===== src/rtl/branch_predictor.sv =====
// branch_predictor: direct-mapped BTB plus saturating direction counters, with optional gshare index.
// Lookup latency 0 (combinational from f_pc); update latency 1 (visible the cycle after the update edge).
// No backpressure: one update per enabled edge; enable=0 freezes all state while lookup stays live.
// Optional feature macro: BRANCH_PREDICTOR_GSHARE_EN (XOR global history into the counter index).
module branch_predictor #(
  parameter int PC_W    = 8,
  parameter int ENTRIES = 16,
  parameter int CTR_W   = 2,
  parameter int GHR_W   = 4,
  parameter int STAT_W  = 16,
  localparam int IDX_W  = $clog2(ENTRIES)
) (
  input  logic              clk,
  input  logic              rst,
  input  logic              enable,
  input  logic [PC_W-1:0]   f_pc,
  output logic              f_hit,
  output logic              f_taken,
  output logic [PC_W-1:0]   f_next_pc,
  output logic [IDX_W-1:0]  f_index,
  input  logic              u_valid,
  input  logic [PC_W-1:0]   u_pc,
  input  logic [IDX_W-1:0]  u_index,
  input  logic              u_taken,
  input  logic [PC_W-1:0]   u_target,
  input  logic              u_pred,
  output logic              u_mispredict,
  output logic [STAT_W-1:0] stat_branches,
  output logic [STAT_W-1:0] stat_mispredicts
);

  localparam int TAG_W = PC_W - IDX_W;

  // Weakly not-taken start point: just below the taken threshold (0 for 1-bit counters).
  localparam logic [CTR_W-1:0] CTR_INIT = CTR_W'((1 << (CTR_W - 1)) - 1);
  localparam logic [CTR_W-1:0] CTR_MAX  = {CTR_W{1'b1}};

  // Branch target buffer, one entry per slot.
  logic              btb_valid_q [ENTRIES];
  logic [TAG_W-1:0]  btb_tag_q   [ENTRIES];
  logic [PC_W-1:0]   btb_tgt_q   [ENTRIES];
  logic              btb_valid_d [ENTRIES];
  logic [TAG_W-1:0]  btb_tag_d   [ENTRIES];
  logic [PC_W-1:0]   btb_tgt_d   [ENTRIES];

  // Direction counters, indexed separately from the BTB so gshare can reshuffle them.
  logic [CTR_W-1:0]  ctr_q [ENTRIES];
  logic [CTR_W-1:0]  ctr_d [ENTRIES];

  logic [STAT_W-1:0] stat_br_q, stat_br_d;
  logic [STAT_W-1:0] stat_mp_q, stat_mp_d;

  logic              upd_fire;
  logic [IDX_W-1:0]  f_slot;
  logic [TAG_W-1:0]  f_tag;
  logic [IDX_W-1:0]  u_slot;
  logic [TAG_W-1:0]  u_tag;
  logic [CTR_W-1:0]  f_ctr;
  logic [CTR_W-1:0]  u_ctr;

  assign f_slot = f_pc[IDX_W-1:0];
  assign f_tag  = f_pc[PC_W-1:IDX_W];
  assign u_slot = u_pc[IDX_W-1:0];
  assign u_tag  = u_pc[PC_W-1:IDX_W];

  // Reset is handled in the register block, so an update only needs enable and valid here.
  assign upd_fire     = u_valid & enable;
  assign u_mispredict = u_valid & (u_pred != u_taken);

`ifdef BRANCH_PREDICTOR_GSHARE_EN
  logic [GHR_W-1:0] ghr_q, ghr_d;

  // Counter index mixes the low PC bits with the global outcome history.
  assign f_index = f_slot ^ IDX_W'(ghr_q);

  // History shifts in the resolved outcome on every accepted update.
  always_comb begin
    ghr_d = ghr_q;
    if (upd_fire) begin
      ghr_d = GHR_W'({ghr_q, u_taken});
    end
  end

  // History register.
  always_ff @(posedge clk) begin
    if (rst) begin
      ghr_q <= '0;
    end else begin
      ghr_q <= ghr_d;
    end
  end
`else
  // Counter table indexed by PC alone.
  assign f_index = f_slot;
`endif

  // Combinational lookup against the current (pre-update) state; no bypass from the update port.
  always_comb begin
    f_ctr     = ctr_q[f_index];
    f_hit     = btb_valid_q[f_slot] && (btb_tag_q[f_slot] == f_tag);
    f_taken   = f_hit & f_ctr[CTR_W-1];
    f_next_pc = f_taken ? btb_tgt_q[f_slot] : f_pc + PC_W'(1);
  end

  // Next-state for tables and statistics: counter nudges toward the outcome, BTB allocates only on taken.
  always_comb begin
    btb_valid_d = btb_valid_q;
    btb_tag_d   = btb_tag_q;
    btb_tgt_d   = btb_tgt_q;
    ctr_d       = ctr_q;
    stat_br_d   = stat_br_q;
    stat_mp_d   = stat_mp_q;
    u_ctr       = ctr_q[u_index];
    if (upd_fire) begin
      if (u_taken) begin
        if (u_ctr != CTR_MAX) begin
          ctr_d[u_index] = u_ctr + CTR_W'(1);
        end
        btb_valid_d[u_slot] = 1'b1;
        btb_tag_d[u_slot]   = u_tag;
        btb_tgt_d[u_slot]   = u_target;
      end else begin
        if (u_ctr != '0) begin
          ctr_d[u_index] = u_ctr - CTR_W'(1);
        end
      end
      if (stat_br_q != {STAT_W{1'b1}}) begin
        stat_br_d = stat_br_q + STAT_W'(1);
      end
      if (u_mispredict && (stat_mp_q != {STAT_W{1'b1}})) begin
        stat_mp_d = stat_mp_q + STAT_W'(1);
      end
    end
  end

  // State registers; reset wins over any concurrent update.
  always_ff @(posedge clk) begin
    if (rst) begin
      for (int i = 0; i < ENTRIES; i++) begin
        btb_valid_q[i] <= 1'b0;
        btb_tag_q[i]   <= '0;
        btb_tgt_q[i]   <= '0;
        ctr_q[i]       <= CTR_INIT;
      end
      stat_br_q <= '0;
      stat_mp_q <= '0;
    end else begin
      btb_valid_q <= btb_valid_d;
      btb_tag_q   <= btb_tag_d;
      btb_tgt_q   <= btb_tgt_d;
      ctr_q       <= ctr_d;
      stat_br_q   <= stat_br_d;
      stat_mp_q   <= stat_mp_d;
    end
  end

  assign stat_branches    = stat_br_q;
  assign stat_mispredicts = stat_mp_q;

endmodule


===== config.mk =====
export PLATFORM = sky130hd
export DESIGN_NAME = branch_predictor
export DESIGN_NICKNAME = d
export VERILOG_FILES = /design/src/rtl/branch_predictor.sv
export SDC_FILE = /design/constraint.sdc
export NUM_CORES = 1
export LEC_CHECK = 0
export ABC_AREA = 1
export CAP_MARGIN = 20
export CORE_UTILIZATION = 50
export CTS_CLUSTER_DIAMETER = 120
export DETAILED_ROUTE_END_ITERATION = 6
export GPL_TIMING_DRIVEN = 0
export HOLD_SLACK_MARGIN = 0.03
export PLACE_DENSITY = 0.69
export SYNTH_ARGS = -nofsm -noshare
export SYNTH_HDL_FRONTEND = slang
export SYNTH_SLANG_ARGS = --single-unit

===== constraint.sdc =====
create_clock -name clk -period 7.2 [get_ports clk]
set_clock_uncertainty 0.05 [all_clocks]
set_input_delay 1.44 -clock clk [delete_from_list [all_inputs] [get_ports clk]]
set_output_delay 1.44 -clock clk [all_outputs]
set_load 0.05 [all_outputs]

**Word level (Yosys, flattened, before mapping)**

Index checks and enable logic that the tools add are counted.
Widths: inputs -> output; s select.

- Add/subtract/negate cells: 5
- Multipliers: 0
- Div/mod/pow operators: 0
- Order comparisons: 5
- Equal/unequal tests: 6
- Shift-type cells: 0
- Multiplexer cells: 31
- Bitwise logic cells: 7
- Reduce and logical (&&, ||, !) cells: 10

Operators by type and width:

| kind | count |
|---|---|
| $bwmux 128 | 1 |
| $mux 32 | 3 |
| $bwmux 32 | 2 |
| $bwmux 64 | 1 |
| $add 16x1->16 const B | 2 |
| $bmux 8 s4 | 1 |
| $demux 8 s4 | 1 |
| $mux 8 | 4 |
| $ne 16x16->1 const B | 2 |
| $bmux 2 s4 | 2 |
| $bmux 4 s4 | 1 |
| $demux 4 s4 | 1 |
| $or 16x16->16 | 1 |
| $ge 5x5->1 const B | 3 |
| $not 4->5 | 3 |
| $mux 4 | 3 |
| $lt 5x1->1 const B | 2 |
| $mux 2 | 5 |
| $add 8x1->8 const B | 1 |
| $demux 2 s4 | 1 |
| $reduce_and 2->1 | 3 |
| $bmux 1 s4 | 1 |
| $demux 1 s4 | 1 |
| $eq 4x4->1 | 1 |
| 10 further kinds | 18 |

- Bits in registers: 272
- Bits in latches: 0
- Bits in writable memories: 0
- ROM bits: 0
- Output and inout bits: 47
- Logic and storage cells: 130
- Memories kept: 0

**Logic depth before layout (Yosys ltp)**

Gate-level depths: netlist of run 1.

- Depth in word-level cells: 8
- Gate-level depth with buffers: 17
- Gate-level depth less buffers: 17

**Worst setup path after synthesis of run 1**

Ideal clock, no wire load.

- Path type: input-to-output
- From: input f_pc[0]
- To: output f_next_pc[0]
- Data arrival time: 3.159 ns
- Data required time: 5.710 ns
- Slack: 2.551 ns
- Cell stages on the path: 15
- Buffers on the path: 2
- Cell sequence: buf_6 > buf_8 > nand2_2 > nand3_1 > nand2_1 > nand2_1 > nand2_1 > clkinv_1 > nand3_2 > nand2_2 > nor2_2 > nand2_2 > nor2_4 > nand3_1 > nand2_1

- Word-level cells in the longest chain between the ends: 8

RTL lines:

| element | line | RTL |
|---|---|---|
| start, declared | 16 | `input logic [PC_W-1:0] f_pc,` |
| $not 4->5 (not written as such) (*) | 100 | `f_hit = btb_valid_q[f_slot] && (btb_tag_q[f_slot] == f_tag);` |
| $bmux 4 s4 | 100 |  |
| $mux 4 (not written as such) (2 in series) | 100 |  |
| $eq 4x4->1 | 100 |  |
| $logic_and 1x1->1 (*) | 100 |  |
| named net f_hit | 17 | `output logic f_hit,` |
| $and 1x1->1 (*) | 101 | `f_taken = f_hit & f_ctr[CTR_W-1];` |
| $mux 8 (*) | 102 | `f_next_pc = f_taken ? btb_tgt_q[f_slot] : f_pc + PC_W'(1);` |
| end, declared | 19 | `output logic [PC_W-1:0] f_next_pc,` |

The timed path passes the listed nets; every way through them passes the cells marked *. The select of a mux whose other input is x is not followed.

**Worst setup path after layout of run 1**

- From: input f_pc[1]
- To: output f_next_pc[2]

- Word-level cells in the longest chain between the ends: 8

RTL lines:

| element | line |
|---|---|
| $not 4->5 (not written as such) | 99, 100, 102 |
| $bmux 4 s4 | 100 |
| $mux 4 (not written as such) (2 in series) | 100 |
| $eq 4x4->1 | 100 |
| $logic_and 1x1->1 | 100 |
| $and 1x1->1 | 101 |
| $mux 8 (*) | 102 |

Every way passes the cells marked *; elsewhere a longest branch is shown, timed or not. The select of a mux whose other input is x is not followed.

==> impl_summary.md, run 1 <==
Run status
The flow ran to the end, and the final reports show no timing, DRC or antenna violations.

Worst setup path
The startpoint-to-endpoint class of the critical path is input pin to primary output. The largest incremental delay on the critical path is 0.80 ns. The kind of launch point of the worst setup path is an input pin. Together, buffers and inverters on the worst path number 6. The biggest fanout along the worst timing path is 10. The slowest library cell on the worst path is clkdlybuf4s50_1.

The critical path goes through clkdlybuf4s50_1 > inv_2 > buf_2 > buf_2 > clkbuf_1 > o21ai_0 > o221ai_1 > nand3_1 > nand3_1 > nand3_1 > nand2_1 > clkdlybuf4s50_1. The most numerous cell on the critical path is nand3_1. STA classifies the critical path endpoint as a primary output. The worst register-to-register path has a setup slack of 4.66 ns. For the worst setup path, the data required time is 5.71 ns.

At the worst endpoint, the arrival time is 4.90 ns. In this design, the largest share of critical-path delay is due to buffers and inverters.

Route
The average wire per cell in the routed design is 18.6 µm. The via density per instance is 5.68. The initial DRC count is 1494.

The first TritonRoute pass finished after 6 iterations. The post-route antenna net violation count is 0. Summing over every cut layer, the via total after detailed routing is 12900.

The detailed-route DRC error count is 0. Wires add up to 42400 µm.

STA
Hold timing on the final database bottoms out at a slack of 0.398 ns. The clock period could shrink to 6.39 ns. Based on the critical path, the design can be clocked at up to 0.157 GHz. The max-slew headroom at the worst pin is 43.5%. The final number of hold-violating endpoints was 0.

The ratio of final minimum period to clock period is 88.7%. Setup violations remaining at the end of the flow were counted as 0. At the pin with the least slew margin, the transition time is 0.848 ns. Setup repair after global routing left no endpoint under its margin. The worst path meets setup with 0.812 ns of slack. The final count of pins violating max slew is 0. After routing, the total negative slack on setup checks comes to 0 ns.

Floorplanning
For this configuration, the core starts out at a cell density of 51.3%. The die boundary height is 161 µm. In this run the count of I/O pins placed on the die edge is 81. The area of the die is 0.0258 mm². The number of rows in the core area is 57. The floorplan core area is 0.0245 mm².

Measured along the x axis, the die boundary spans 161 µm.

Place
After legalization and detailed placement, the total HPWL measured 30000 µm. Prior to clock tree synthesis, the placed netlist has a worst setup slack of 0.959 ns. The placer's final routability congestion estimate is 0.964. The count of buffers added on input and output ports is 79.

Summing all placed instances gives a cell area of 0.0138 mm². The cell count after placement is 2228.

Synthesis
The register bit total from synthesis is 272. Summing the sequential cell areas from Yosys gives 43.3% of the chip area. The synthesized design spends more area on one cell type than any other, namely dfxtp_1. Counting flops with an async set or reset pin after synthesis yields a share of 0%. The synthesized netlist occupies a cell area of 0.0126 mm². In this run the mean area of a mapped cell was 6.90 µm². By area the synthesized netlist is led by dfxtp_1 (43%), o21ai_0 (13%), nor2_1 (9.8%). Yosys printed 0 warnings.

By count the netlist is led by nor2_1 (329), o21ai_0 (318), dfxtp_1 (272). The synthesized netlist contains 44 unique library cells. The net count after synthesis is 1864. The top-area cell type share of the netlist area is 43.3%. The most instantiated flip-flop cell in the synthesis netlist is dfxtp_1. Counting flops with a built-in enable in the synthesized netlist gives 0.

Counting every instance in the synthesized netlist gives 1825. nor2_1 is the most common cell in the netlist.

Clock tree
The clock passes through at most 3 buffers. The number of sinks on the clock net is 272. The clock transition at the register clock pins on the worst setup and hold paths after CTS is 0.06 ns.

The cell at the root of the clock tree is clkbuf_16. The number of gates given a new drive strength after cts is 0. CTS built an H-tree with a depth of 1. In this run the post-CTS setup repair buffer count came out at 0. Buffers inserted during clock tree synthesis total 30.

The number of hold buffers added after CTS was 0. The clock tree from TritonCTS is done. For the worst-skew pair, the clock arrives at the later sink with an insertion delay of 0.56 ns.

Cells and area
The count of cells in the finished layout, fillers not included, comes to 2278. Summing all non-filler instances in the final layout gives an area of 0.0147 mm². The register area is 0.00545 mm². The net count reported at finish is 1975. The fraction of layout cells with a size suffix above 1 is 5.58%.

From synthesis to final layout, the design area changed by 16.8%. After filler insertion, the fill cell instance count of the layout stands at 2350. Summing all multi-input logic gate instances after layout gives 0.00585 mm².

The number of antenna diodes in the final layout is 0.

Global route
The pin count of the biggest net entering global routing is 15. Across every metal layer, demand over resource in global routing totals 32.5%. The initial antenna violation count is 0. The first-pass GRT wire length is 65000 µm. The total congestion overflow after global routing is 0. The number of global-route vias before repair is 11800.

Pwr
The peak supply drop is 0.000198 V. The total power density per cell area is 227 mW/mm². The total leakage power is 5.84 nW.

Run
The number of max-capacitance violations reported is 0.

Worst hold path
The path class of the tightest hold or removal check is register to register.
## sequential cells by signal, summed over array words and instances (netlist names), named ones only
register	count
btb_tgt_q	128
btb_tag_q	64
btb_valid_q	16
ctr_q	16
stat_branches	16
stat_mispredicts	16
## metal layers
layer / GRT usage [%] / share of wire, %
met5: 0 / 0
met4: 13.5 / 3.8
met3: 6.66 / 10
met2: 49.7 / 43
met1: 44.5 / 42
## area by class of cell
type	instances	share of cell area, %
Multi-Input combinational cell	1239	39.8
Sequential cell	272	37.0
Clock buffer	46	5.93
Timing Repair Buffer	79	5.38
Inverter	194	4.95
Buffer	120	3.85
Tap cell	324	2.76
Clock inverter	4	0.349
## per-stage QoR
stage,power (mW),util (%)
2_1_floorplan,1.75,-
3_3_place_gp,1.88,56.2
3_5_place_dp,1.88,56.2
5_1_grt,3.44,60.0
4_1_cts,3.34,60.0
6_report,3.34,60.0
## worst paths after layout
check	start	endpoint	depth (start not counted)
worst max register to register	register	ctr_q[9]$_SDFFE_PP0P_	14
worst max-delay path	f_pc[1]	f_next_pc[2]	12
worst min-delay path	btb_valid_q[15]$_SDFFE_PP0P_	btb_valid_q[15]$_SDFFE_PP0P_	2
worst min register to register	btb_valid_q[15]$_SDFFE_PP0P_	btb_valid_q[15]$_SDFFE_PP0P_	2
## power breakdown
part	switching, mW	total (mW)	leakage (nW)	internal (mW)
sequential	0.00641	1.52	2.19	1.52
combinational	0.238	0.337	3.20	0.0982
clock	0.623	1.48	0.452	0.860
total	0.868	3.34	5.84	2.48
## kinds of logic (layout without fill, tap and decap cells)
logic type | count (synthesis) | after routing | synth area share, %
compound gates | 568 | 568 | 23.7
fa+ha+maj | 5 | 5 | 0.497
buf+inv | 314 | 443 | 10.3
xor+xnor | 9 | 9 | 0.626
flops | 272 | 272 | 43.3
simple gates | 657 | 657 | 21.6
## layout by cell type (no fill, tap or decap), types with 5 or more instances in the layout
master,synthesis,final
clkbuf_1,75,86
buf_2,30,30
clkinv_1,6,6
o21ai_1,5,5
nor2_1,329,329
nand2_1,201,201
a31oi_1,5,5
a21oi_1,179,179
nand2_2,6,6
nor3_1,10,10
o221ai_1,8,8
o211ai_1,12,12
nand4_1,8,8
clkdlybuf4s50_1,0,79
clkbuf_16,0,31
a22oi_1,6,6
buf_4,5,5
buf_6,5,5
dfxtp_1,272,272
o22ai_1,25,25
inv_1,185,185
ha_1,5,5
nand3_1,81,81
o21ai_0,318,318
xor2_1,8,8
nor2_2,6,6
## worst reg2reg max path, stage by stage (launching register included)
cell and delay [ns]:
dfxtp_1 0.33, o22ai_1 0.10, o21ai_0 0.26, nand4_1 0.21
inv_1 0.24, buf_2 0.26, ha_1 0.18, nand2_1 0.05
nand3_1 0.18, nor2_1 0.07, inv_1 0.15, nor2_1 0.06
inv_1 0.12, o21ai_0 0.09, a21oi_1 0.13
(Power assumes the default switching activity.)
==> run 2, diff against run 1 <==
- ABC_CLOCK_PERIOD_IN_PS: unset -> 6100
- clock period: 7.2 -> 6.1 ns (I/O delays scaled with it)
==> results of run 2 <==
The final DEF is identical to that of run 1. Status: finished, final reports clean.
Main changes from that run: setup slack after placement 0.959 ns -> 0.299 ns; setup slack after layout 0.812 ns -> 0.152 ns; register-to-register setup slack 4.66 ns -> 3.56 ns; total power 3.34 mW -> 3.95 mW; worst IR drop on VDD 0.000198 V -> 0.000234 V
==> run 3, diff against run 2 <==
- ABC_CLOCK_PERIOD_IN_PS: 6100 -> 6000
- clock period: 6.1 -> 6 ns (I/O delays scaled with it)
==> run 3 against run 2 <==
Against the previous run: die area unchanged; power up 1.8%; setup slack worse by 0.050 ns; critical path type unchanged; largest power group unchanged.
==> impl_summary.md, run 3 (synthesis results as in run 1) <==
Worst setup path
The most numerous cell on the critical path is nand3_1 (unchanged). The kind of launch point of the worst setup path is an input pin (unchanged). The slowest library cell on the worst path is clkdlybuf4s50_1 (unchanged). Critical path cell sequence: clkdlybuf4s50_1 > inv_2 > buf_2 > clkbuf_1 > o21ai_0 > o211ai_1 > nand3_1 > nand3_1 > nand3_1 > nand2_1 > clkdlybuf4s50_1 (was clkdlybuf4s50_1 > inv_2 > buf_2 > buf_2 > clkbuf_1 > o21ai_0 > o221ai_1 > nand3_1 > nand3_1 > nand3_1 > nand2_1 > clkdlybuf4s50_1). The startpoint-to-endpoint class of the critical path is input pin to primary output (unchanged). The cell family with the largest share of critical-path delay was buffers and inverters (unchanged). The critical path required time is 4.75 ns (was 4.83 ns). The critical path data arrival time was 4.65 ns (was 4.68 ns). The largest incremental delay on the critical path is 0.80 ns (about the same). The count of buffer and inverter cells on the critical path came to 5 (was 6). The endpoint kind of the worst setup timing path is a primary output (unchanged).

The biggest fanout along the worst timing path is 10 (unchanged).

Route
The first-pass detailed-route iteration total is 7 (was 6). The detailed-route DRC error count was 0 (unchanged). The final wirelength came to 42500 µm (was 42400 µm). The initial DRC count is 1519 (was 1494). The post-route antenna net violation count is 0 (unchanged).

The average wire per cell in the routed design is 18.7 µm (was 18.6 µm). The via total after detailed routing was 12900 (about the same). The via density per instance is 5.66 (was 5.68).

Cells and area
The count of inserted antenna diode cells is 0 (unchanged). The fraction of layout cells with a size suffix above 1 is 5.63% (was 5.58%). The layout overhead on the synthesized area is 16.8% (about the same).

The count of filler cells inserted in the layout is 2349 (was 2350). The commonest non-fill, non-tap cell in the layout is nor2_1 (unchanged). Commonest cells after routing, fill and taps aside: nor2_1 (329), o21ai_0 (318), dfxtp_1 (272) (unchanged). The number of flip-flops in the largest register is 128 (unchanged).

Top Registers: btb_tgt_q: 128 flops, btb_tag_q: 64 flops (unchanged). The net count reported at finish came to 1975 (unchanged). The register with the most flip-flops is btb_tgt_q (unchanged).

Pwr
The peak supply drop came to 0.000238 V (was 0.000234 V). The overall power is 4.02 mW (was 3.95 mW). The total power density per cell area came to 273 mW/mm² (was 268 mW/mm²). The total leakage power came to 5.85 nW (was 5.84 nW).

Place
The worst setup timing slack at the placement stage came to 0.239 ns (was 0.299 ns). The estimated wirelength of the detail-placed design is 30000 µm (unchanged). The number of I/O port buffers came to 79 (unchanged). The placer's final routability congestion estimate is 0.964 (unchanged).

Floorplanning
The I/O pin count is 81 (unchanged). The floorplan core area was 0.0245 mm² (unchanged). The effective utilization at floorplan is 51.3% (unchanged). The die outline width is 161 µm (unchanged).

The number of rows in the core area was 57 (unchanged). The die boundary height was 161 µm (unchanged). The area of the die came to 0.0258 mm² (unchanged).

Clock tree
The number of CTS-inserted buffers is 30 (unchanged). The clock latency of the later-clocked register in the worst-skew pair is 0.56 ns (about the same). The maximum clock insertion buffer count is 3 (unchanged). The H-tree depth was 1 (unchanged). The cell at the root of the clock tree is clkbuf_16 (unchanged).

The clock tree from TritonCTS was done (unchanged). The number of sinks on the clock net is 272 (unchanged). The clock transition at the register clock pins on the worst setup and hold paths after CTS was 0.06 ns (about the same).

STA
The final number of hold-violating endpoints is 0 (unchanged). The final count of pins violating max slew is 0 (unchanged). The final number of setup-violating endpoints came to 0 (unchanged). Subtracting the final worst setup slack from the clock period gives 5.90 ns. The setup TNS is 0 ns (unchanged). The max-slew headroom at the worst pin is 43.6% (was 43.5%). Setup repair after global routing missed its margin: false (unchanged). The final critical path takes up 98.3% of the cycle. The fmax is 0.170 GHz.

The slew at the pin closest to its max-slew limit is 0.846 ns (was 0.848 ns). The final critical-path setup slack is 0.102 ns (was 0.152 ns).

Global route
The total congestion overflow after global routing is 0 (unchanged). The initial antenna violation count came to 0 (unchanged). The global-route total usage across every layer came to 32.5% (unchanged). The number of global-route vias before repair is 11800 (unchanged). The first-pass GRT wire length is 65000 µm (unchanged). The pin count of the biggest net entering global routing is 15 (unchanged).

Run
The number of max-capacitance violations reported is 0 (unchanged).

Worst hold path
The worst min-delay path category is register to register (unchanged).

Run status
Result of the run: finished, final reports clean (unchanged).
run 3: cell count changes in the layout (fill, tap and decap cells not counted):
cell	previous run	this run
clkbuf_2	0	1
clkbuf_1	86	85
run 3: per-stage QoR:
step	cells	instance area (µm²)	util, %	hold WS [ns]
after floorplan	1825	12600	-	0.374
after global placement	2228	13800	56.2	0.384
after detailed placement	2228	13800	56.2	0.389
after CTS	2278	14700	60.0	0.399
after global routing	2278	14700	60.0	0.416
final	2278	14700	60.0	0.399
run 3: where the power goes:
| group | switching [mW] | internal [mW] | leakage [nW] |
|---|---|---|---|
| Clock | 0.752 | 1.03 | 0.452 |
| Sequential | 0.00769 | 1.82 | 2.19 |
| Combinational | 0.286 | 0.118 | 3.20 |
run 3: final timing paths:
path / start / end / slack [ns] / cells after the start
max: f_pc[0] / f_next_pc[2] / 0.10 / 11
min: btb_valid_q[15]$_SDFFE_PP0P_ / btb_valid_q[15]$_SDFFE_PP0P_ / 0.40 / 2
max reg2reg: register / ctr_q[9]$_SDFFE_PP0P_ / 3.46 / 14
min reg2reg: btb_valid_q[15]$_SDFFE_PP0P_ / btb_valid_q[15]$_SDFFE_PP0P_ / 0.40 / 2
run 3: final cells by class:
| class | count | area (µm²) | area share, % |
|---|---|---|---|
| plain buffers | 120 | 568 | 3.86 |
| inverters | 194 | 728 | 4.95 |
| clock buffers | 46 | 872 | 5.93 |
| well taps | 324 | 405 | 2.76 |
| repair buffers | 79 | 791 | 5.38 |
| multi-input cells | 1239 | 5850 | 39.8 |
| flip-flops and latches | 272 | 5450 | 37.0 |
| clock inverters | 4 | 51.3 | 0.349 |
run 3: tightest hold or removal path: stages (launching register included):
cell and delay [ns]:
dfxtp_1 0.31, inv_1 0.04, a21oi_1 0.05
run 3: timing repair:
item | CTS | global route
setup endpoints to repair | 0 | 1
setup buffers | 0 | 0
gates resized for setup | 0 | 2
hold buffers | 0 | 0
run 3: metal layers:
metal | routed length [µm] | vias to the layer above | track usage, % | share of wire (%)
met1 | 18200 | 5892 | 44.5 | 43
met4 | 1680 | 0 | 13.5 | 4.0
met2 | 18400 | 655 | 49.7 | 43
met3 | 4360 | 136 | 6.66 | 10
li1 | - | 6217 | - | -
met5 | 0 | - | 0 | 0
